$ cat config.mk
export PLATFORM = sky130hd
export DESIGN_NAME = el2_ifu_i0_issue_q_flat
export DESIGN_NICKNAME = d
export VERILOG_FILES = /design/src/rtl/el2_ifu_i0_issue_q_if.sv /design/src/rtl/el2_ifu_i0_issue_q.sv /design/src/flat_wrapper.sv
export SDC_FILE = /design/constraint.sdc
export NUM_CORES = 1
export LEC_CHECK = 0
export CORE_MARGIN = 4
export CORE_UTILIZATION = 41
export DETAILED_ROUTE_END_ITERATION = 8
export PLACE_DENSITY = 0.73
export SKIP_LAST_GASP = 1
export SLEW_MARGIN = 0
export SYNTH_ARGS = -nofsm -noshare
export SYNTH_HDL_FRONTEND = slang
export SYNTH_SLANG_ARGS = --single-unit
$ cat constraint.sdc
create_clock -name clk -period 7.5 [get_ports clk]
set_input_delay 2.25 -clock clk [delete_from_list [all_inputs] [get_ports clk]]
set_output_delay 2.25 -clock clk [all_outputs]
set_load 0.01 [all_outputs]
$ cat src/rtl/el2_ifu_i0_issue_q_if.sv
// Aligner-to-decode i0 channel: fetch packet inputs, queue head outputs and the decode consume strobe.
// The environment (fetch + decode) takes master; the issue queue takes slave.
interface el2_ifu_i0_issue_q_if #(
    parameter int BTB_IDX_W = 8,
    parameter int GHR_W     = 8
);
    logic                 fe_valid;
    logic                 fe_ready;
    logic [31:0]          fe_instr;
    logic [30:0]          fe_pc;
    logic                 fe_icaf;
    logic [1:0]           fe_icaf_type;
    logic                 fe_icaf_second;
    logic                 fe_dbecc;
    logic                 fe_brp_valid;
    logic [11:0]          fe_brp_toffset;
    logic [1:0]           fe_brp_hist;
    logic                 fe_brp_ret;
    logic [BTB_IDX_W-1:0] fe_bp_index;
    logic [GHR_W-1:0]     fe_bp_fghr;

    logic                 dec_i0_decode_d;

    logic                 ifu_i0_valid;
    logic [31:0]          ifu_i0_instr;
    logic [30:0]          ifu_i0_pc;
    logic                 ifu_i0_pc4;
    logic                 ifu_i0_icaf;
    logic [1:0]           ifu_i0_icaf_type;
    logic                 ifu_i0_icaf_second;
    logic                 ifu_i0_dbecc;
    logic                 i0_brp_valid;
    logic [11:0]          i0_brp_toffset;
    logic [1:0]           i0_brp_hist;
    logic                 i0_brp_ret;
    logic [BTB_IDX_W-1:0] ifu_i0_bp_index;
    logic [GHR_W-1:0]     ifu_i0_bp_fghr;

    modport master (
        output fe_valid, fe_instr, fe_pc, fe_icaf, fe_icaf_type, fe_icaf_second, fe_dbecc,
               fe_brp_valid, fe_brp_toffset, fe_brp_hist, fe_brp_ret, fe_bp_index, fe_bp_fghr,
               dec_i0_decode_d,
        input  fe_ready,
               ifu_i0_valid, ifu_i0_instr, ifu_i0_pc, ifu_i0_pc4, ifu_i0_icaf, ifu_i0_icaf_type,
               ifu_i0_icaf_second, ifu_i0_dbecc, i0_brp_valid, i0_brp_toffset, i0_brp_hist,
               i0_brp_ret, ifu_i0_bp_index, ifu_i0_bp_fghr
    );

    modport slave (
        input  fe_valid, fe_instr, fe_pc, fe_icaf, fe_icaf_type, fe_icaf_second, fe_dbecc,
               fe_brp_valid, fe_brp_toffset, fe_brp_hist, fe_brp_ret, fe_bp_index, fe_bp_fghr,
               dec_i0_decode_d,
        output fe_ready,
               ifu_i0_valid, ifu_i0_instr, ifu_i0_pc, ifu_i0_pc4, ifu_i0_icaf, ifu_i0_icaf_type,
               ifu_i0_icaf_second, ifu_i0_dbecc, i0_brp_valid, i0_brp_toffset, i0_brp_hist,
               i0_brp_ret, ifu_i0_bp_index, ifu_i0_bp_fghr
    );
endinterface

$ cat src/rtl/el2_ifu_i0_issue_q.sv
// i0 issue queue: small circular FIFO of fetched packets, head presented to decode,
// retired on decode, emptied on pipeline flush.
module el2_ifu_i0_issue_q #(
    parameter int DEPTH     = 4,
    parameter int BTB_IDX_W = 8,
    parameter int GHR_W     = 8
) (
    input  logic                       clk,
    input  logic                       rst,
    el2_ifu_i0_issue_q_if.slave        io,
    input  logic                       exu_flush_final,
    output logic [$clog2(DEPTH+1)-1:0] iq_count,
    output logic                       iq_err_underflow
);
    localparam int PW = $clog2(DEPTH);
    localparam int CW = $clog2(DEPTH+1);

    typedef struct packed {
        logic [31:0]          instr;
        logic [30:0]          pc;
        logic                 pc4;
        logic                 icaf;
        logic [1:0]           icaf_type;
        logic                 icaf_second;
        logic                 dbecc;
        logic                 brp_valid;
        logic [11:0]          brp_toffset;
        logic [1:0]           brp_hist;
        logic                 brp_ret;
        logic [BTB_IDX_W-1:0] bp_index;
        logic [GHR_W-1:0]     bp_fghr;
    } entry_t;

    entry_t        entry_q [DEPTH];
    entry_t        wr_entry;
    entry_t        head;

    logic [PW-1:0] wr_ptr_q, wr_ptr_d;
    logic [PW-1:0] rd_ptr_q, rd_ptr_d;
    logic [CW-1:0] count_q, count_d;
    logic          underflow_q, underflow_d;

    logic          i0_valid;
    logic          fe_ready;
    logic          enq;
    logic          deq;

    // Ready looks only at registered occupancy, so a full queue never takes a packet
    // even when decode frees a slot in the same cycle.
    assign i0_valid = (count_q != '0);
    assign fe_ready = (count_q < CW'(DEPTH));
    assign enq      = io.fe_valid & fe_ready & ~exu_flush_final;
    assign deq      = io.dec_i0_decode_d & i0_valid & ~exu_flush_final;

    always_comb begin
        wr_entry             = '0;
        wr_entry.instr       = io.fe_instr;
        wr_entry.pc          = io.fe_pc;
        wr_entry.pc4         = (io.fe_instr[1:0] == 2'b11);
        wr_entry.icaf        = io.fe_icaf;
        wr_entry.icaf_type   = io.fe_icaf_type;
        wr_entry.icaf_second = io.fe_icaf_second;
        wr_entry.dbecc       = io.fe_dbecc;
        wr_entry.brp_valid   = io.fe_brp_valid;
        wr_entry.brp_toffset = io.fe_brp_toffset;
        wr_entry.brp_hist    = io.fe_brp_hist;
        wr_entry.brp_ret     = io.fe_brp_ret;
        wr_entry.bp_index    = io.fe_bp_index;
        wr_entry.bp_fghr     = io.fe_bp_fghr;
    end

    // NOTE: every next-state signal gets its hold value first, so no path can infer a latch.
    always_comb begin
        wr_ptr_d    = wr_ptr_q;
        rd_ptr_d    = rd_ptr_q;
        count_d     = count_q;
        underflow_d = underflow_q | (io.dec_i0_decode_d & ~i0_valid);

        if (exu_flush_final) begin
            count_d  = '0;
            rd_ptr_d = wr_ptr_q;
        end else begin
            if (enq) wr_ptr_d = wr_ptr_q + PW'(1);
            if (deq) rd_ptr_d = rd_ptr_q + PW'(1);
            unique case ({enq, deq})
                2'b10:   count_d = count_q + CW'(1);
                2'b01:   count_d = count_q - CW'(1);
                default: count_d = count_q;
            endcase
        end
    end

    // NOTE: state registers use non-blocking assignments so every flop samples pre-edge values.
    always_ff @(posedge clk) begin
        if (rst) begin
            wr_ptr_q    <= '0;
            rd_ptr_q    <= '0;
            count_q     <= '0;
            underflow_q <= 1'b0;
        end else begin
            wr_ptr_q    <= wr_ptr_d;
            rd_ptr_q    <= rd_ptr_d;
            count_q     <= count_d;
            underflow_q <= underflow_d;
        end
    end

    // NOTE: entry storage is deliberately not reset; count gates every read of it.
    always_ff @(posedge clk) begin
        if (enq) entry_q[wr_ptr_q] <= wr_entry;
    end

    assign head = entry_q[rd_ptr_q];

    assign io.fe_ready           = fe_ready;
    assign io.ifu_i0_valid       = i0_valid;
    assign io.ifu_i0_instr       = head.instr;
    assign io.ifu_i0_pc          = head.pc;
    assign io.ifu_i0_pc4         = head.pc4;
    assign io.ifu_i0_icaf        = head.icaf;
    assign io.ifu_i0_icaf_type   = head.icaf_type;
    assign io.ifu_i0_icaf_second = head.icaf_second;
    assign io.ifu_i0_dbecc       = head.dbecc;
    assign io.i0_brp_valid       = head.brp_valid;
    assign io.i0_brp_toffset     = head.brp_toffset;
    assign io.i0_brp_hist        = head.brp_hist;
    assign io.i0_brp_ret         = head.brp_ret;
    assign io.ifu_i0_bp_index    = head.bp_index;
    assign io.ifu_i0_bp_fghr     = head.bp_fghr;

    assign iq_count         = count_q;
    assign iq_err_underflow = underflow_q;

endmodule

$ cat src/flat_wrapper.sv
// flat-port wrapper written by rule: the top's interface ports become plain ports
module el2_ifu_i0_issue_q_flat 
#(
    parameter int DEPTH     = 4,
    parameter int BTB_IDX_W = 8,
    parameter int GHR_W     = 8
)
  (clk, rst, exu_flush_final, iq_count, iq_err_underflow, io_fe_valid, io_fe_instr, io_fe_pc, io_fe_icaf, io_fe_icaf_type, io_fe_icaf_second, io_fe_dbecc, io_fe_brp_valid, io_fe_brp_toffset, io_fe_brp_hist, io_fe_brp_ret, io_fe_bp_index, io_fe_bp_fghr, io_dec_i0_decode_d, io_fe_ready, io_ifu_i0_valid, io_ifu_i0_instr, io_ifu_i0_pc, io_ifu_i0_pc4, io_ifu_i0_icaf, io_ifu_i0_icaf_type, io_ifu_i0_icaf_second, io_ifu_i0_dbecc, io_i0_brp_valid, io_i0_brp_toffset, io_i0_brp_hist, io_i0_brp_ret, io_ifu_i0_bp_index, io_ifu_i0_bp_fghr);
  el2_ifu_i0_issue_q_if #(.BTB_IDX_W(BTB_IDX_W), .GHR_W(GHR_W)) io_i ();
  input  logic clk;
  input  logic rst;
  input  logic exu_flush_final;
  output logic [$clog2(DEPTH+1)-1:0] iq_count;
  output logic iq_err_underflow;
  input wire logic [$bits(io_i.fe_valid)-1:0] io_fe_valid;
  input wire logic [$bits(io_i.fe_instr)-1:0] io_fe_instr;
  input wire logic [$bits(io_i.fe_pc)-1:0] io_fe_pc;
  input wire logic [$bits(io_i.fe_icaf)-1:0] io_fe_icaf;
  input wire logic [$bits(io_i.fe_icaf_type)-1:0] io_fe_icaf_type;
  input wire logic [$bits(io_i.fe_icaf_second)-1:0] io_fe_icaf_second;
  input wire logic [$bits(io_i.fe_dbecc)-1:0] io_fe_dbecc;
  input wire logic [$bits(io_i.fe_brp_valid)-1:0] io_fe_brp_valid;
  input wire logic [$bits(io_i.fe_brp_toffset)-1:0] io_fe_brp_toffset;
  input wire logic [$bits(io_i.fe_brp_hist)-1:0] io_fe_brp_hist;
  input wire logic [$bits(io_i.fe_brp_ret)-1:0] io_fe_brp_ret;
  input wire logic [$bits(io_i.fe_bp_index)-1:0] io_fe_bp_index;
  input wire logic [$bits(io_i.fe_bp_fghr)-1:0] io_fe_bp_fghr;
  input wire logic [$bits(io_i.dec_i0_decode_d)-1:0] io_dec_i0_decode_d;
  output wire logic [$bits(io_i.fe_ready)-1:0] io_fe_ready;
  output wire logic [$bits(io_i.ifu_i0_valid)-1:0] io_ifu_i0_valid;
  output wire logic [$bits(io_i.ifu_i0_instr)-1:0] io_ifu_i0_instr;
  output wire logic [$bits(io_i.ifu_i0_pc)-1:0] io_ifu_i0_pc;
  output wire logic [$bits(io_i.ifu_i0_pc4)-1:0] io_ifu_i0_pc4;
  output wire logic [$bits(io_i.ifu_i0_icaf)-1:0] io_ifu_i0_icaf;
  output wire logic [$bits(io_i.ifu_i0_icaf_type)-1:0] io_ifu_i0_icaf_type;
  output wire logic [$bits(io_i.ifu_i0_icaf_second)-1:0] io_ifu_i0_icaf_second;
  output wire logic [$bits(io_i.ifu_i0_dbecc)-1:0] io_ifu_i0_dbecc;
  output wire logic [$bits(io_i.i0_brp_valid)-1:0] io_i0_brp_valid;
  output wire logic [$bits(io_i.i0_brp_toffset)-1:0] io_i0_brp_toffset;
  output wire logic [$bits(io_i.i0_brp_hist)-1:0] io_i0_brp_hist;
  output wire logic [$bits(io_i.i0_brp_ret)-1:0] io_i0_brp_ret;
  output wire logic [$bits(io_i.ifu_i0_bp_index)-1:0] io_ifu_i0_bp_index;
  output wire logic [$bits(io_i.ifu_i0_bp_fghr)-1:0] io_ifu_i0_bp_fghr;
  assign io_i.fe_valid = io_fe_valid;
  assign io_i.fe_instr = io_fe_instr;
  assign io_i.fe_pc = io_fe_pc;
  assign io_i.fe_icaf = io_fe_icaf;
  assign io_i.fe_icaf_type = io_fe_icaf_type;
  assign io_i.fe_icaf_second = io_fe_icaf_second;
  assign io_i.fe_dbecc = io_fe_dbecc;
  assign io_i.fe_brp_valid = io_fe_brp_valid;
  assign io_i.fe_brp_toffset = io_fe_brp_toffset;
  assign io_i.fe_brp_hist = io_fe_brp_hist;
  assign io_i.fe_brp_ret = io_fe_brp_ret;
  assign io_i.fe_bp_index = io_fe_bp_index;
  assign io_i.fe_bp_fghr = io_fe_bp_fghr;
  assign io_i.dec_i0_decode_d = io_dec_i0_decode_d;
  assign io_fe_ready = io_i.fe_ready;
  assign io_ifu_i0_valid = io_i.ifu_i0_valid;
  assign io_ifu_i0_instr = io_i.ifu_i0_instr;
  assign io_ifu_i0_pc = io_i.ifu_i0_pc;
  assign io_ifu_i0_pc4 = io_i.ifu_i0_pc4;
  assign io_ifu_i0_icaf = io_i.ifu_i0_icaf;
  assign io_ifu_i0_icaf_type = io_i.ifu_i0_icaf_type;
  assign io_ifu_i0_icaf_second = io_i.ifu_i0_icaf_second;
  assign io_ifu_i0_dbecc = io_i.ifu_i0_dbecc;
  assign io_i0_brp_valid = io_i.i0_brp_valid;
  assign io_i0_brp_toffset = io_i.i0_brp_toffset;
  assign io_i0_brp_hist = io_i.i0_brp_hist;
  assign io_i0_brp_ret = io_i.i0_brp_ret;
  assign io_ifu_i0_bp_index = io_i.ifu_i0_bp_index;
  assign io_ifu_i0_bp_fghr = io_i.ifu_i0_bp_fghr;
  el2_ifu_i0_issue_q #(.DEPTH(DEPTH), .BTB_IDX_W(BTB_IDX_W), .GHR_W(GHR_W)) u_core (.clk(clk), .rst(rst), .io(io_i), .exu_flush_final(exu_flush_final), .iq_count(iq_count), .iq_err_underflow(iq_err_underflow));
endmodule
==> reports/results.tsv, run 1 <==
stage	metric	value	unit
synth	syn_inst	583	
floorplan	core_area	36400	um^2
grt	grt_usage	14.8	%
worst_setup_path	worstPathRequired	5.25	ns
floorplan	die_area	40000	um^2
synth	ys_types	25	
finish	utilization	52.3	%
sta	finalCritPeriodShare	71.9	%
floorplan	ioPinCount	212	
synth	synth.cell_area	15100	um^2
clock_tree	root_buffer	clkbuf_16	
grt	overflow	0	
worst_setup_path	r2r_start	u_core.iq_count[2]	
route	routed_via_density	5.13	
route	finalWirelength	29800	um
worst_setup_path	arrival	3.14	ns
worst_setup_path	crit_type	register to output port	
sta	setup_tns	0	ns
grt	antenna_found_initial	2	
worst_setup_path	r2r_setup_slack	4.88	ns
worst_setup_path	cp-start-kind	register	
route	dr.first_iter.drc_count	366	
clock_tree	clock_path_buffers	3	
clock_tree	htree_levels	2	
sta	rsz0062_at_grt	no	
grt	grt_first_pass_wirelength	44700	um
clock_tree	ctsResizeCount	0	
route	first_pass_iters	4	
worst_setup_path	r2r-end	u_core.entry_q[3][50]	
grt	grt_max_degree	67	
floorplan	initial_core_util	41.4	%
synth	yosysSeqAreaShare	81.7	%
placement	io_buffers	211	
synth	ys_warn_count	0	
worst_setup_path	crit_end	io_ifu_i0_instr[21]	
flow_run	cap_violations	0	
clock_tree	clk_latency	0.54	ns
clock_tree	clock_sinks	414	
placement	placed_area	17700	um^2
route	drc	0	
grt	grt_pass1_vias	7534	
route	vias	6797	
floorplan	die_x	200	um
sta	slew_viol_final	0	
finish	diodes	0	
finish	syn2layout_area_growth	26.3	%
sta	slew_headroom	30.7	%
sta	hold_viol	0	
outcome	outcome	complete, no violations	
clock_tree	numCtsBuffers	43	
clock_tree	post-cts-setup-buffers	0	
clock_tree	clkTransAtPathRegs	0.06	ns
min_path	hold_path.class	register to register	
worst_setup_path	path_max_fanout	56	
floorplan	die_h	200	um
power_and_ir_drop	cellPowerDensity	262	nW/um^2
placement	post-place-ws	2.31	ns
placement	hpwl	17500	um
floorplan	rows	70	
finish	drive_gt1_share	20.9	%
sta	finalSetupViolCount	0	
route	ant_nets	0	
sta	min_period	5.39	ns
route	wl_per_cell	22.4	um
placement	gp_congestion	0.700	
power_and_ir_drop	vdd_drop_max	0.000203	V
finish	fin_area	19100	um^2
sta	fmax	186	MHz
clock_tree	hold_buffers	0	
worst_setup_path	crit_path_end_kind	output port	
synth	syn_nets	694	
worst_setup_path	reg2reg_depth	3	
finish	finalNetCount	937	
clock_tree	cts_tree	yes	
power_and_ir_drop	p_leak	5.95	nW
sta	worstMarginPinSlew	1.04	ns
synth	syn_area_per_cell	25.9	um^2
sta	skew	0.00949	ns
synth	synth_seq_cells	414	
sta	fin_ws	2.11	ns
-- layer usage --
layer	global-route usage [%]	routed length, um	vias up
met4	4.03	581	4
met5	0	14	-
met2	23.5	14500	214
li1	-	-	2996
met3	4.87	2060	48
met1	20.2	12600	3535
-- registers in the layout, indices dropped and copies added (netlist names), named ones only --
| signal | flops |
|---|---|
| u_core.iq_err_underflow | 1 |
| u_core.iq_count | 3 |
| u_core.rd_ptr_q | 2 |
| u_core.wr_ptr_q | 2 |
| u_core.entry_q | 404 |
-- how the worst min path moves through the flow --
stage,start,endpoint,slack (ns),depth (start not counted)
after CTS,u_core.iq_err_underflow,u_core.iq_err_underflow,0.51,2
after floorplan,u_core.iq_err_underflow,u_core.iq_err_underflow,0.51,2
after global placement,u_core.iq_err_underflow,u_core.iq_err_underflow,0.48,2
final,u_core.iq_err_underflow,u_core.iq_err_underflow,0.51,2
after global routing,u_core.iq_err_underflow,u_core.iq_err_underflow,0.55,2
after detailed placement,u_core.iq_err_underflow,u_core.iq_err_underflow,0.48,2
-- report_power, final --
group | internal (mW) | leakage, nW | switching, mW
Combinational | 0.223 | 1.56 | 0.168
Sequential | 2.59 | 3.75 | 0.0197
Clock | 1.15 | 0.636 | 0.845
-- critical path, stage by stage, from the launching register on --
cell and delay, ns:
dfxtp_4 0.84, buf_12 0.46, mux4_2 0.65, clkdlybuf4s50_1 0.53
-- layout make-up --
cell class,count,area [um^2]
Timing Repair Buffer,222,2220
Inverter,7,26.3
Clock buffer,53,1130
Tap cell,468,586
Sequential cell,414,12300
Multi-Input combinational cell,138,2570
Fill cell,2790,17400
Clock inverter,24,190
-- metrics by stage --
| stage | std cells | power [mW] | hold WS, ns |
|---|---|---|---|
| after floorplan | 583 | 2.84 | 0.511 |
| after global placement | 1249 | 3.05 | 0.477 |
| after CTS | 1326 | 5.07 | 0.507 |
| after detailed placement | 1249 | 3.06 | 0.477 |
| final | 1326 | 5.00 | 0.508 |
| after global routing | 1326 | 5.19 | 0.550 |
-- layout by cell type (no fill, tap or decap), types with 2 or more instances in the layout --
| master | count |
|---|---|
| clkinv_2 | 4 |
| mux4_2 | 101 |
| inv_6 | 4 |
| clkbuf_1 | 8 |
| clkinvlp_4 | 4 |
| clkbuf_16 | 43 |
| xnor2_1 | 3 |
| buf_12 | 2 |
| nor3_1 | 2 |
| clkinv_1 | 9 |
| o21a_1 | 2 |
| nor2_1 | 5 |
| dfxtp_4 | 2 |
| a21oi_1 | 3 |
| clkdlybuf4s50_1 | 211 |
| xor2_1 | 2 |
| buf_4 | 9 |
| bufinv_16 | 2 |
| and2_4 | 4 |
| inv_1 | 7 |
| clkbuf_8 | 2 |
| ha_1 | 5 |
| dfxtp_1 | 8 |
| edfxtp_1 | 404 |
-- kinds of logic (layout without fill, tap and decap cells) --
kind of cell,Yosys count,after routing,share of synthesized area [%]
simple gates,15,15,0.555
mux,102,102,15.1
flops,414,414,81.7
buf+inv,31,306,1.36
compound gates,10,10,0.447
fa+ha+maj,6,6,0.547
xor+xnor,5,5,0.290
-- cell usage after synthesis --
master / instances / share of area [%]
inv_1: 7 / 0.17
mux4_2: 101 / 15
nor3_1: 2 / 0.066
o311ai_1: 1 / 0.058
and2_1: 5 / 0.21
o21a_1: 2 / 0.099
o31ai_1: 1 / 0.050
buf_6: 10 / 0.75
xor2_1: 2 / 0.12
a41oi_1: 1 / 0.058
xnor2_1: 3 / 0.17
buf_2: 11 / 0.36
ha_1: 5 / 0.41
dfxtp_1: 10 / 1.3
nor2_1: 5 / 0.12
a211oi_1: 1 / 0.050
nor3b_2: 1 / 0.083
edfxtp_1: 404 / 80
fa_1: 1 / 0.13
clkbuf_1: 3 / 0.075
or3_1: 1 / 0.041
nand3_1: 1 / 0.033
o21ai_0: 1 / 0.033
a21oi_1: 3 / 0.099
mux2i_1: 1 / 0.066
No activity file was read; power rests on OpenSTA's default activity.
==> inputs of run 2 (changes only) <==
Settings changed: PLACE_DENSITY 0.73 to 0.75.
Clock period 7.5 ns to 4.6 ns, I/O delays scaled along.
==> reports/results.tsv, run 2 (same netlist as run 1, synthesis figures left out) <==
stage	metric	value	unit	change
power_and_ir_drop	power	8.05	mW	+61%
grt	antenna_found_initial	1		-1
clock_tree	clk_latency	0.53	ns	about the same
finish	largest-register	u_core.entry_q		
placement	dp_cells	1250		+0.080%
sta	skew	0.0111	ns	+0.00165 ns
floorplan	core_area	36400	um^2	unchanged
sta	setup_tns	0	ns	unchanged
grt	grt_pass1_vias	7402		-1.8%
sta	rsz0062_at_grt	no		
sta	finalSetupViolCount	0		unchanged
floorplan	ioPinCount	212		unchanged
finish	utilization	52.5	%	+0.19 points
min_path	worstHoldStart	u_core.iq_err_underflow		
worst_setup_path	crit_type	register to output port		
placement	gp_congestion	0.734		+4.7%
grt	overflow	0		unchanged
clock_tree	ctsResizeCount	0		unchanged
placement	io_buffers	211		unchanged
sta	fin_ws	0.735	ns	-1.38 ns
sta	slew_viol_final	0		unchanged
clock_tree	htree_levels	2		unchanged
sta	hold_viol	0		unchanged
clock_tree	clock_sinks	414		unchanged
finish	finalNetCount	937		unchanged
finish	layout_common_cells	404 x edfxtp_1, 211 x clkdlybuf4s50_1, 101 x mux4_2, 43 x clkbuf_16, 11 x buf_12		
placement	post-place-ws	0.851	ns	-1.46 ns
finish	final_common_cell	edfxtp_1		
grt	grt_max_degree	52		-22%
route	ant_nets	0		unchanged
floorplan	die_x	200	um	unchanged
worst_setup_path	cp-start-kind	register		
clock_tree	hold_buffers	0		unchanged
route	wl_per_cell	21.1	um	-6.0%
route	drc	0		unchanged
worst_setup_path	crit_path_end_kind	output port		
finish	fin_cells	1323		-0.23%
floorplan	initial_core_util	41.4	%	unchanged
clock_tree	post-cts-setup-buffers	0		unchanged
min_path	hold_path.class	register to register		
flow_run	cap_violations	0		unchanged
grt	grt_first_pass_wirelength	42300	um	-5.3%
finish	drive_gt1_share	20.7	%	-0.16 points
outcome	outcome	complete, no violations		
finish	nFillCells	2795		+0.18%
clock_tree	clock_path_buffers	3		unchanged
clock_tree	numCtsBuffers	42		-2.3%
grt	grt_usage	13.8	%	-1.1 points
power_and_ir_drop	vdd_drop_max	0.000325	V	+60%
power_and_ir_drop	p_leak	5.97	nW	+0.35%
floorplan	die_area	40000	um^2	unchanged
sta	min_period	3.86	ns	
sta	fmax	259	MHz	
finish	diodes	0		unchanged
clock_tree	cts_tree	yes		
finish	syn2layout_area_growth	26.7	%	
sta	worstMarginPinSlew	0.515	ns	-0.524 ns
clock_tree	clkTransAtPathRegs	0.06	ns	about the same
route	finalWirelength	27900	um	-6.2%
clock_tree	root_buffer	clkbuf_16		
placement	hpwl	16500	um	-5.6%
route	first_pass_iters	4		unchanged
sta	finalCritPeriodShare	84.0	%	
route	dr.first_iter.drc_count	483		+32%
worst_setup_path	worstPathRequired	3.22	ns	-2.03 ns
route	routed_via_density	5.11		-0.36%
finish	largest_reg_flops	404		unchanged
sta	slew_headroom	65.5	%	+35 points
floorplan	rows	70		unchanged
worst_setup_path	r2r_start	u_core.iq_count[2]		
route	vias	6757		-0.59%
worst_setup_path	arrival	2.48	ns	-0.66 ns
worst_setup_path	path_max_fanout	31		-45%
power_and_ir_drop	cellPowerDensity	420	nW/um^2	+60%
floorplan	die_h	200	um	unchanged
[run 2: cell types whose count changed in the layout (fill, tap and decap cells not counted), sizes merged]
cell,change
clkinv,+6
inv,-4
clkbuf,-3
clkinvlp,-3
buf,+1
[run 2: power breakdown]
| group | leakage (nW) | switching (mW) | internal [mW] | total [mW] |
|---|---|---|---|---|
| registers | 3.75 | 0.0238 | 4.23 | 4.25 |
| logic | 1.59 | 0.278 | 0.371 | 0.650 |
| clock network | 0.625 | 1.33 | 1.82 | 3.15 |
| total | 5.97 | 1.63 | 6.42 | 8.05 |
[run 2: area by class of cell]
| cell class | instances | area [um^2] | area share [%] |
|---|---|---|---|
| Timing Repair Buffer | 223 | 2340 | 12.2 |
| Clock buffer | 50 | 1100 | 5.76 |
| Clock inverter | 23 | 171 | 0.896 |
| Multi-Input combinational cell | 138 | 2570 | 13.4 |
| Sequential cell | 414 | 12300 | 64.5 |
| Inverter | 7 | 26.3 | 0.137 |
| Tap cell | 468 | 586 | 3.06 |
[run 2: worst max-delay path, cell delays in order, from the launching register on]
cell and delay, ns:
dfxtp_4 0.55, buf_4 0.47, mux4_2 0.37, clkdlybuf4s50_1 0.52
[run 2: worst paths after layout]
| path | endpoint | cells after the start | slack, ns |
|---|---|---|---|
| min | u_core.iq_err_underflow | 2 | 0.49 |
| min reg2reg | u_core.iq_err_underflow | 2 | 0.49 |
| max | io_ifu_i0_instr[10] | 3 | 0.74 |
| max reg2reg | u_core.iq_count[2] | 8 | 2.48 |
[run 2: per-stage QoR]
| stage | cell area (um^2) | hold WS [ns] |
|---|---|---|
| 5_1_grt | 19100 | 0.540 |
| 6_report | 19100 | 0.495 |
| 4_1_cts | 19100 | 0.497 |
| 3_3_place_gp | 17900 | 0.474 |
| 2_1_floorplan | 15100 | 0.511 |
| 3_5_place_dp | 17900 | 0.480 |
[run 2: routing by layer]
metal  wire [um]  vias to the layer above  track usage (%)
li1            -                     2991                -
met1       11200                     3528             18.2
met2       14200                      198             22.8
met3        1950                       38             3.93
met4         526                        2             3.75
met5          13                        -                0
==> RTL edit (config.mk and constraints of run 2) <==
Reset style: asynchronous (`rst`), changed in one clocked block.
--- a/src/rtl/el2_ifu_i0_issue_q.sv
+++ b/src/rtl/el2_ifu_i0_issue_q.sv
@@ -91,7 +91,7 @@
     end
 
     // NOTE: state registers use non-blocking assignments so every flop samples pre-edge values.
-    always_ff @(posedge clk) begin
+    always_ff @(posedge clk or posedge rst) begin
         if (rst) begin
             wr_ptr_q    <= '0;
             rd_ptr_q    <= '0;
Behaviour: differs if rst is asserted again (counterexample within 4 cycles, from zero or initial values and one cycle with rst high); with rst held inactive, the same outputs for 4 cycles.
==> RTL edit against run 2 <==
  * Sequential share of layout area shrank 0.11 points
  * Design area rose by 0.18%
  * Sequential cell count is 2 lower
  * Register-to-register slack got worse by 0.16 ns
  * Via count grew 2.1%
  * Worst setup slack lost 0.31 ns
  * Highest routed layer unchanged
  * Cell count grew 0.45%
  * Wire length rose by 3.3%
  * Critical endpoint is now io_ifu_i0_pc[11]
  * Critical path depth stayed put
  * Synthesized area grew 0.73%
  * Count of clock-buffer cells in the layout shrank 2
Power is not compared: it rests on default switching activity, and its combinational part moved more than twofold at a synthesized area within 25%.
==> RTL edit: results (changes against run 2) <==
The run finished with clean final reports. The synthesized instance count came out at 588 (+0.86%). The global placement routability congestion was 0.699 (-4.6%).

The mux share of post-synthesis cell area came out at 15.1% (-0.044 points). The endpoint identified for the worst register-to-register timing path is u_core.entry_q[1][13]$_DFFE_PP_. The worst setup slack for register-to-register paths came to 2.32 ns (-0.16 ns). The met2 routing resource usage after global routing came out at 23.7% (+0.93 points).

The count of different cell masters after synthesis came out at 31 (+24%). The number of buffers inserted during clock tree synthesis came out at 41 (-2.4%). The inverter count was 5 (-2). The startpoint of the lowest-slack register-to-register path is u_core.iq_count[2]$_DFFE_PP0P_. The post-synthesis net count is 698 (+0.58%). The number of non-clock buffers is 229 (+2.7%). The final setup skew came to 0.0129 ns (+0.00178 ns).

The met3 track demand over resource in global routing came out at 3.65% (-0.28 points). The worst relative slew slack came out at 56.9% (-8.6 points). The maximum clock frequency is 240 MHz (-7.4%). The CTS sink count came out at 412 (-0.48%).

The global-route usage over all layers was 14.5% (+0.69 points). The cell depth of the worst hold path came to 1 (-1). The routed metal-1 wire length came to 11.9 mm (+6.2%). The met1 global-route usage was 19.6% (+1.4 points).

The worst reg2reg path depth came out at 4 (-4). The final-layout clock-cell area share is 6.36% (-0.30 points). The final standard cell count with taps included and fillers excluded is 1329 (+0.45%).

The worst slack at placement is 0.815 ns (-0.0360 ns). The DRC violation total after the first TritonRoute iteration is 397 (-18%). The number of global-route vias before repair came to 7398 (-0.054%).

The placed instance area is 0.0180 mm² (+0.50%). The commonest cells after synthesis are edfxtp_1, mux4_2, buf_2. The end point of the worst hold path is u_core.iq_err_underflow$_DFF_PP0_. The aggregate routed wire length came out at 28.8 mm (+3.3%). The critical-path cell with the highest stage delay is dfrtp_4. The fraction of cell area in non-clock buffers is 12.5% (+0.28 points).
==> RTL edit: changes by cell type in the layout (fill, tap and decap cells not counted), moves of 3 or more <==
cell | run 2 | this run
nand2_1 | 0 | 5
dfxtp_1 | 8 | 0
dfrtp_1 | 0 | 6
buf_4 | 1 | 6
clkinv_4 | 3 | 0
nor2_1 | 5 | 1
o21ai_0 | 1 | 5
==> RTL edit: how the worst max path moves through the flow <==
stage                                                  to  cells past startpoint
final                                    io_ifu_i0_pc[11]                      3
after global routing                      io_ifu_i0_pc[5]                      3
after CTS                                 io_ifu_i0_pc[5]                      3
after detailed placement   u_core.entry_q[2][5]$_DFFE_PP_                      5
after global placement    u_core.entry_q[1][17]$_DFFE_PP_                      5
after floorplan            u_core.entry_q[0][0]$_DFFE_PP_                      3
==> RTL edit: power by group <==
group | leakage (nW) | switching, W | total (W) | internal, W
combinational | 1.73 | 0.00135 | 0.00321 | 0.00186
sequential | 3.76 | 0.000226 | 0.00473 | 0.00451
clock | 0.596 | 0.00129 | 0.00304 | 0.00175
